$ cat config.mk
export PLATFORM = sky130hd
export DESIGN_NAME = product_bcd_converter
export DESIGN_NICKNAME = d
export VERILOG_FILES = /design/src/rtl/product_bcd_converter_pkg.sv /design/src/rtl/product_bcd_converter_add3.sv /design/src/rtl/product_bcd_converter.sv
export SDC_FILE = /design/constraint.sdc
export NUM_CORES = 1
export LEC_CHECK = 0
export BUFFER_PORTS_ARGS = -buffer_cell sky130_fd_sc_hd__buf_2
export CAP_MARGIN = 20
export CORE_ASPECT_RATIO = 0.8
export CORE_UTILIZATION = 63
export CTS_CLUSTER_DIAMETER = 40
export DETAILED_ROUTE_END_ITERATION = 16
export GPL_TIMING_DRIVEN = 0
export PLACE_DENSITY = 0.84
export SLEW_MARGIN = 25
export SYNTH_ARGS = -nofsm -noshare
export SYNTH_HDL_FRONTEND = slang
export SYNTH_HIERARCHICAL = 1
export SYNTH_SLANG_ARGS = --single-unit
$ cat constraint.sdc
create_clock -name clk -period 4.4 [get_ports clk]
set_input_delay 0.44 -clock clk [delete_from_list [all_inputs] [get_ports clk]]
set_output_delay 0.44 -clock clk [all_outputs]
set_load 0.005 [all_outputs]
$ cat src/rtl/product_bcd_converter_pkg.sv
// Shared widths and FSM state encoding for the product-to-BCD converter.
package Global;

   localparam int DW         = 8;
   localparam int BCD_DIGITS = 5;

   typedef enum logic [1:0] {
      IDLE,
      SHIFT,
      DONE
   } state_t;

endpackage

$ cat src/rtl/product_bcd_converter_add3.sv
// Double-dabble digit correction: add 3 to a BCD digit of 5 or more.
module Add3_Digit (
   input  logic [3:0] din,
   output logic [3:0] dout
);

   // Pre-shift correction so the digit carries correctly after doubling
   always_comb begin
      dout = din;
      if (din >= 4'd5)
         dout = din + 4'd3;
   end

endmodule

$ cat src/rtl/product_bcd_converter.sv
// Converts a signed 2*DW-bit multiplier product into sign + packed BCD magnitude
// using a shift-and-add-3 sequence of exactly 2*DW shift cycles.
module product_bcd_converter
   import Global::*;
(
   input  logic                    clk,
   input  logic                    rst,
   input  logic                    start,
   input  logic [2*DW-1:0]         product,
   output logic                    busy,
   output logic                    done,
   output logic                    sign,
   output logic [4*BCD_DIGITS-1:0] bcd
);

   localparam int PW = 2 * DW;
   localparam int BW = 4 * BCD_DIGITS;
   localparam int CW = $clog2(PW + 1);

   state_t          state;
   state_t          next_state;
   logic            start_q;
   logic            start_edge;
   logic            sign_cap;
   logic [PW-1:0]   mag;
   logic [BW-1:0]   work;
   logic [BW-1:0]   work_adj;
   logic [CW-1:0]   cnt;

   assign start_edge = start & ~start_q;

   for (genvar g = 0; g < BCD_DIGITS; g++) begin : g_add3
      Add3_Digit u_add3 (
         .din  (work[4*g +: 4]),
         .dout (work_adj[4*g +: 4])
      );
   end

   // State register
   always_ff @(posedge clk) begin
      if (!rst)
         state <= IDLE;
      else
         state <= next_state;
   end

   // Next-state logic and busy flag
   always_comb begin
      next_state = state;
      busy       = 1'b0;
      case (state)
         IDLE: begin
            if (start_edge)
               next_state = SHIFT;
         end
         SHIFT: begin
            busy = 1'b1;
            // counter reaches zero on this shift
            if (cnt == CW'(1))
               next_state = DONE;
         end
         DONE: begin
            busy       = 1'b1;
            next_state = IDLE;
         end
         default: next_state = IDLE;
      endcase
   end

   // Datapath: capture, shift-and-correct, and result publication
   always_ff @(posedge clk) begin
      if (!rst) begin
         start_q  <= 1'b0;
         sign_cap <= 1'b0;
         mag      <= '0;
         work     <= '0;
         cnt      <= '0;
         done     <= 1'b0;
         sign     <= 1'b0;
         bcd      <= '0;
      end else begin
         start_q <= start;
         done    <= 1'b0;
         case (state)
            IDLE: begin
               if (start_edge) begin
                  sign_cap <= product[PW-1];
                  // two's-complement negate; -2^(PW-1) maps to 2^(PW-1) unsigned
                  mag      <= product[PW-1] ? (~product + PW'(1)) : product;
                  work     <= '0;
                  cnt      <= CW'(PW);
               end
            end
            SHIFT: begin
               {work, mag} <= {work_adj[BW-2:0], mag, 1'b0};
               cnt         <= cnt - CW'(1);
            end
            DONE: begin
               bcd  <= work;
               sign <= sign_cap;
               done <= 1'b1;
            end
            default: ;
         endcase
      end
   end

endmodule
==> results of run 1 <==
-- registers in the layout, summed over array words and instances, names as in the netlist --
register  flops
start_q       1
work         20
sign          1
mag          16
sign_cap      1
state         2
cnt           5
done          1
bcd          20
-- power breakdown --
part           internal [uW]  leakage (uW)  switching (uW)
clock network            344      0.000109             213
logic                   87.6      0.000936             139
registers                637      0.000544            19.3
-- critical path, stage by stage (launching register included) --
cell,delay [ns]
dfxtp_1,0.38
inv_1,0.09
ha_1,0.28
nand3b_1,0.25
o21a_1,0.18
buf_2,0.28
buf_2,0.29
o21ai_0,0.11
and2_1,0.15
-- layout by cell type (no fill, tap or decap), drive strengths merged, types with 2 or more instances in the layout --
cell / count
dfxtp: 67
nor2b: 47
buf: 46
nand2: 34
mux2i: 29
clkbuf: 27
a22oi: 21
nor2: 19
o21ai: 19
inv: 18
ha: 17
a21oi: 15
nand3: 13
nand2b: 11
xnor2: 11
xor2: 8
and2: 5
o221ai: 5
o211ai: 4
nor3: 3
or3: 3
o31ai: 3
o21a: 2
nor4: 2
a31oi: 2
o2111ai: 2
a211oi: 2
bufinv: 2
-- through the flow --
step,cell area (um2),hold slack [ns]
2_1_floorplan,3540,0.430
3_3_place_gp,3830,0.440
3_5_place_dp,3830,0.453
4_1_cts,4050,0.358
5_1_grt,4050,0.365
6_report,4050,0.371
-- how the worst max path moves through the flow --
stage | from | to | slack (ns)
floorplan | state[0] | mag[2] | 2.70
global placement | state[0] | mag[2] | 2.40
detailed placement | state[0] | mag[2] | 2.32
CTS | state[0] | mag[2] | 2.31
global route | state[0] | mag[2] | 2.16
finish | state[0] | mag[2] | 2.29
-- routing by layer --
layer  up-vias  wire length (um)  global-route usage (%)
li1       1466                 -                       -
met1      1383              3680                    40.0
met2        99              3280                    42.1
met3        10               461                    6.59
met4         0                62                    5.56
met5         -                 0                       0
-- final cells by class --
class	instances	area, um2
plain buffers	21	90.1
clock buffers	12	155
clock inverters	2	60.1
fillers	433	1390
inverters	19	71.3
multi-input cells	289	2030
flip-flops and latches	67	1340
well taps	78	97.6
repair buffers	40	200
==> impl_metrics.toml, run 1 <==
[detailed_routing]
wirelength_um = 7490
via_count = 2958
wire_per_inst_um = 14.2
vias_per_cell = 5.60
firstDrtPassIters = 6
drt_iter0_markers = 293
route.detailed.drc = 0
final_antenna_net_count = 0

[sta]
finalSetupViolations = 0
maxSlewViolCount = 0
rsz0062_at_grt = "false"
worstMarginPinSlew_ns = 0.577
fin_setup_tns_ns = 0
finalCritPeriodShare_pct = 48.0
max_clock_freq_mhz = 474
slew_headroom_pct = 61.4
hold_violations = 0
fin_crit_ns = 2.11
fin_ws_ns = 2.29
fin_skew_ns = 0.00442

[die]
die_area_um2 = 5920
num_io_pins = 42
start_util_pct = 65.1
die_y_um = 69.0
placement_rows = 24
die_x_um = 85.8
core_area_um2 = 5440

[job]
maxCapViolations = 0

[clocking]
tritoncts = "done"
cts_setup_buffers = 0
clk_pin_slew_ns = 0.07
cts_hold_buf = 0
numClockSinks = 67
cts_resized = 0
clk_latency_ns = 0.33
h-tree-depth = 3
cts-root-buf = "clkbuf_8"
cts_buffers = 9
clockBufferDepth = 2

[grt]
antenna_found_initial = 0
grt_pass1_vias = 2769
grt_overflow_total = 0
grt_pass1_wl_um = 13000
track_usage_pct = 27.7
grt_max_degree = 11

[setup_path]
r2r_slack_ns = 2.29
r2r-start = "state[0]"
worstSetupPathType = "reg2reg"
start_kind = "flip-flop"
r2r-end = "mag[2]"
crit_fanout = 10
crit_path_end_kind = "flip-flop"
cp_data_arrival_time_ns = 2.34
crit_required_ns = 4.63
r2r_cells = 8

[synthesis]
syn_area_per_cell_um2 = 8.93
synth_area_um2 = 3540
syn_inst = 396
yosys_warnings = 6
syn_nets = 432

[placed_design]
gp_congestion = 0.928
placedCellCount = 514
io_buffer_count = 40
dpl.hpwl_um = 5410
pre_cts_slack_ns = 2.32

[outcome]
status = "finished clean"

[cells_and_area]
area_growth_pct = 14.5
drive_above_1_share_pct = 17.1
fin_util_pct = 74.5
fin_cells = 528
n_antenna_cell = 0
final_nets = 483

[power]
power_density_nw_per_um2 = 356
power_uw = 1440
leakagePower_uw = 0.00159
ir_drop_v = 0.000191

[worst_hold_path]
hold_path_end = "start_q"
hp-class = "in2reg"
hold_depth = 2
min_from = "start"
(Power assumes the default switching activity.)
==> run 2: changes to the inputs <==
--- a/config.mk
+++ b/config.mk
@@ -8,11 +8,11 @@
 export BUFFER_PORTS_ARGS = -buffer_cell sky130_fd_sc_hd__buf_2
 export CAP_MARGIN = 20
 export CORE_ASPECT_RATIO = 0.8
-export CORE_UTILIZATION = 63
+export CORE_UTILIZATION = 53
 export CTS_CLUSTER_DIAMETER = 40
 export DETAILED_ROUTE_END_ITERATION = 16
 export GPL_TIMING_DRIVEN = 0
-export PLACE_DENSITY = 0.84
+export PLACE_DENSITY = 0.75
 export SLEW_MARGIN = 25
 export SYNTH_ARGS = -nofsm -noshare
 export SYNTH_HDL_FRONTEND = slang
==> constraint.sdc (replaced) <==
create_clock -name clk -period 1.7 [get_ports clk]
set_input_delay 0.17 -clock clk [delete_from_list [all_inputs] [get_ports clk]]
set_output_delay 0.17 -clock clk [all_outputs]
set_load 0.005 [all_outputs]
==> impl_metrics.toml, run 2 (synthesis gave the netlist of run 1 again) <==
[setup_path]
start_kind = "flip-flop"
r2r_cells = 8
crit_path_end_kind = "flip-flop"
worstSetupPathType = "reg2reg"
cp_data_arrival_time_ns = 1.92
crit_fanout = 7
crit_required_ns = 1.97

[worst_hold_path]
hold_depth = 2
hp-class = "in2reg"

[grt]
grt_max_degree = 11
grt_overflow_total = 0
track_usage_pct = 23.6
grt_pass1_vias = 2675
antenna_found_initial = 0
grt_pass1_wl_um = 12500

[placed_design]
placedCellCount = 520
dpl.hpwl_um = 5570
place_area_um2 = 3840
gp_congestion = 0.821
io_buffer_count = 40

[die]
num_io_pins = 42
core_area_um2 = 6410
die_x_um = 93.3
placement_rows = 26
start_util_pct = 55.2
die_area_um2 = 7000
die_y_um = 75.1

[clocking]
cts_buffers = 9
clk_latency_ns = 0.35
clockBufferDepth = 2
clk_pin_slew_ns = 0.07
h-tree-depth = 3
tritoncts = "done"
numClockSinks = 67
cts-root-buf = "clkbuf_8"

[sta]
worstMarginPinSlew_ns = 0.551
fin_skew_ns = 0.00351
hold_violations = 0
finalCritPeriodShare_pct = 97.1
max_clock_freq_mhz = 606
maxSlewViolCount = 0
finalSetupViolations = 0
fin_crit_ns = 1.65
slew_headroom_pct = 63.2
hold_slack_ns = 0.0629

[cells_and_area]
design_area_um2 = 4170
mostFrequentLayoutCells = "66 x dfxtp_1, 47 x nor2b_1, 40 x buf_2, 34 x nand2_1, 29 x mux2i_1"
fin_cells = 543
n_antenna_cell = 0
fin_util_pct = 65.0
drive_above_1_share_pct = 21.4
layout_commonest_cell = "dfxtp_1"
area_growth_pct = 17.8
reg_top3 = "bcd: 20 flops, work: 20 flops, mag: 16 flops"
final_nets = 491

[detailed_routing]
final_antenna_net_count = 0
drt_iter0_markers = 170
via_count = 2943
firstDrtPassIters = 4
vias_per_cell = 5.42
wirelength_um = 7890
route.detailed.drc = 0
wire_per_inst_um = 14.5

[power]
leakagePower_uw = 0.00163
power_density_nw_per_um2 = 869
power_uw = 3620
ir_drop_v = 0.000512

[job]
maxCapViolations = 0

[outcome]
status = "finished clean"
run 2: changes by cell type in the layout (fill, tap and decap cells not counted), moves of 3 or more:
cell and change:
buf_2 -6, buf_4 +10, buf_6 +3, clkbuf_1 -3
clkbuf_2 +4, inv_1 -3
run 2: timing repair:
action	CTS	global route
gates resized for setup	18	11
hold buffers	0	0
buffers inserted	4	4
setup endpoints to repair	40	36
pin swaps	2	2
run 2: cell type report:
cell class                      instances  area, um2
Clock inverter                          1       7.51
Inverter                               19       73.8
Multi-Input combinational cell        289       2080
Clock buffer                           14        173
Buffer                                 21        121
Fill cell                             530       2240
Sequential cell                        67       1340
Tap cell                               84        105
Timing Repair Buffer                   48        260
run 2: stage by stage:
stage               worst slack (ns)  TNS (ns)
CTS                           0.0136         0
global route                -0.00482  -0.00482
finish                        0.0490         0
global placement              -0.316     -5.59
detailed placement            -0.336     -7.12
floorplan                    0.00316         0
run 2: power by group:
| group | switching, uW | total, uW | internal, uW |
|---|---|---|---|
| sequential | 51.6 | 1700 | 1650 |
| clock | 584 | 1230 | 643 |
| combinational | 391 | 690 | 300 |
| total | 1030 | 3620 | 2590 |
run 2: layer usage:
layer  up-vias  GRT usage (%)  share of wire [%]
met4         0           8.72                1.4
li1       1487              -                  -
met3        11           7.07                5.0
met1      1383           31.6                 49
met2        62           36.4                 44
met5         -              0                  0
run 2: worst paths after layout:
kind / from / endpoint / slack [ns]
min: start / start_q / 0.06
max reg2reg: state[1] / mag[12] / 0.05
min reg2reg: mag[1] / mag[1] / 0.46
max: state[1] / mag[12] / 0.05
run 2: critical path, cell delays in order (launching register included):
cell and delay, ns:
dfxtp_1 0.33, inv_2 0.12, ha_4 0.17, nand3b_1 0.11, buf_4 0.17, buf_4 0.15, nor2_4 0.19, nand4b_1 0.13
o211ai_1 0.19
==> run 3: changes to the inputs <==
--- a/config.mk
+++ b/config.mk
@@ -6,12 +6,13 @@
 export NUM_CORES = 1
 export LEC_CHECK = 0
 export BUFFER_PORTS_ARGS = -buffer_cell sky130_fd_sc_hd__buf_2
-export CAP_MARGIN = 20
 export CORE_ASPECT_RATIO = 0.8
+export CORE_MARGIN = 2
 export CORE_UTILIZATION = 53
 export CTS_CLUSTER_DIAMETER = 40
 export DETAILED_ROUTE_END_ITERATION = 16
 export GPL_TIMING_DRIVEN = 0
+export HOLD_SLACK_MARGIN = 0.08
 export PLACE_DENSITY = 0.75
 export SLEW_MARGIN = 25
 export SYNTH_ARGS = -nofsm -noshare
==> impl_metrics.toml, run 3 (synthesis gave the netlist of run 1 again) <==
[cells_and_area]
final_nets = 489
layout_commonest_cell = "dfxtp_1"
reg_top3 = "bcd: 20 flops, work: 20 flops, mag: 16 flops"
drive_above_1_share_pct = 21.4
n_antenna_cell = 0
multi_input_area_um2 = 2080
mostFrequentLayoutCells = "65 x dfxtp_1, 47 x nor2b_1, 42 x buf_2, 34 x nand2_1, 29 x mux2i_1"
fin_util_pct = 65.0
regArea_um2 = 1340
fillCellCount = 533
area_growth_pct = 17.8

[sta]
finalCritPeriodShare_pct = 98.3
fin_crit_ns = 1.67
finalSetupViolations = 0
maxSlewViolCount = 0
fin_skew_ns = 0.00895
rsz0062_at_grt = "true"
fin_ws_ns = 0.0282
hold_slack_ns = 0.148
max_clock_freq_mhz = 598
worstMarginPinSlew_ns = 0.507
hold_violations = 0
slew_headroom_pct = 66.2

[setup_path]
r2r-end = "mag[10]"
crit_path_top_delay_cell = "dfxtp_2"
crit_family = "buffers and inverters"
crit_path_end_kind = "flip-flop"
r2r-start = "state[1]"
crit_buf_inv = 4
cp_data_arrival_time_ns = 1.91
path_cells = "inv_2 -> ha_4 -> clkinvlp_4 -> buf_4 -> clkbuf_2 -> nor2_1 -> o21ai_0 -> o221a_1"
r2r_slack_ns = 0.03
start_kind = "flip-flop"
worstSetupStartpoint = "state[1]"
worstSetupPathType = "reg2reg"
crit_end = "mag[10]"
r2r_cells = 8
crit_required_ns = 1.94
cp_slowest_stage_delay_ns = 0.33
crit_fanout = 10
cp.depth = 8

[outcome]
status = "finished clean"

[power]
leakagePower_uw = 0.00163
ir_drop_v = 0.000515
power_density_nw_per_um2 = 881

[clocking]
clk_latency_ns = 0.35
cts_buffers = 9
cts-root-buf = "clkbuf_8"
clockBufferDepth = 2
h-tree-depth = 3
tritoncts = "done"
numClockSinks = 67
clk_pin_slew_ns = 0.08

[worst_hold_path]
hp-class = "in2reg"
hold_depth = 3

[die]
core_area_um2 = 6410
start_util_pct = 55.2
die_area_um2 = 7340
die_y_um = 77.1
num_io_pins = 42
placement_rows = 26
die_x_um = 95.3

[grt]
grt_overflow_total = 0
track_usage_pct = 23.5
antenna_found_initial = 0
grt_pass1_wl_um = 13400
grt_max_degree = 12
grt_pass1_vias = 2748

[placed_design]
gp_congestion = 0.842
pre_cts_slack_ns = -0.349
dpl.hpwl_um = 5540
io_buffer_count = 40

[detailed_routing]
vias_per_cell = 5.49
drt_iter0_markers = 245
via_count = 2977
wire_per_inst_um = 14.8
route.detailed.drc = 0
wirelength_um = 8000
firstDrtPassIters = 5
final_antenna_net_count = 0

[job]
maxCapViolations = 0
==> run 3: layout make-up <==
cell class,instances,area share [%]
buffer,21,2.79
clock buffer,13,4.30
clock inverter,3,0.481
inverter,19,1.80
multi-input combinational,289,49.9
sequential,67,32.3
tap,84,2.52
timing repair buffer,46,5.95
==> run 3: report_power, final <==
group | internal, uW | switching, uW | total (uW)
combinational | 285 | 387 | 672
sequential | 1650 | 51.4 | 1700
clock | 687 | 610 | 1300
total | 2620 | 1050 | 3670
==> run 3: how the worst min path moves through the flow <==
stage	from	endpoint	slack [ns]
2_1_floorplan	start	start_q	0.29
3_5_place_dp	start	start_q	0.43
3_3_place_gp	start	start_q	0.42
6_report	product[0]	mag[0]	0.15
4_1_cts	product[0]	mag[0]	0.14
5_1_grt	product[0]	mag[0]	0.16
==> run 3: stage by stage <==
step / setup TNS (ns) / instance area, um2 / power [uW] / cells
6_report: 0 / 4160 / 3670 / 542
3_3_place_gp: -5.48 / 3840 / 2290 / 520
5_1_grt: -0.0892 / 4160 / 3840 / 542
2_1_floorplan: 0 / 3540 / 2140 / 396
3_5_place_dp: -7.14 / 3840 / 2310 / 520
4_1_cts: 0 / 4120 / 3650 / 539
==> run 3: worst register-to-register path, cell delays in order (launching register included) <==
cell and delay [ns]:
dfxtp_2 0.33, inv_2 0.11, ha_4 0.16, clkinvlp_4 0.12, buf_4 0.16, clkbuf_2 0.19, nor2_1 0.12, o21ai_0 0.12
o221a_1 0.26
==> run 3: repair_timing <==
action                     in CTS  in global routing
setup endpoints to repair      41                 54
gates resized for setup        15                 11
pin swaps                       1                  3
buffers inserted                2                  2
gates cloned                    0                  1
hold buffers                    1                  0
hold endpoints to repair        1                  0
==> run 3: routing by layer <==
metal	vias up	global-route usage [%]	share of wire [%]
met5	-	0	0
met4	0	9.86	1.6
met3	11	4.42	5.7
met2	89	34.3	44
met1	1391	33.8	49
li1	1486	-	-
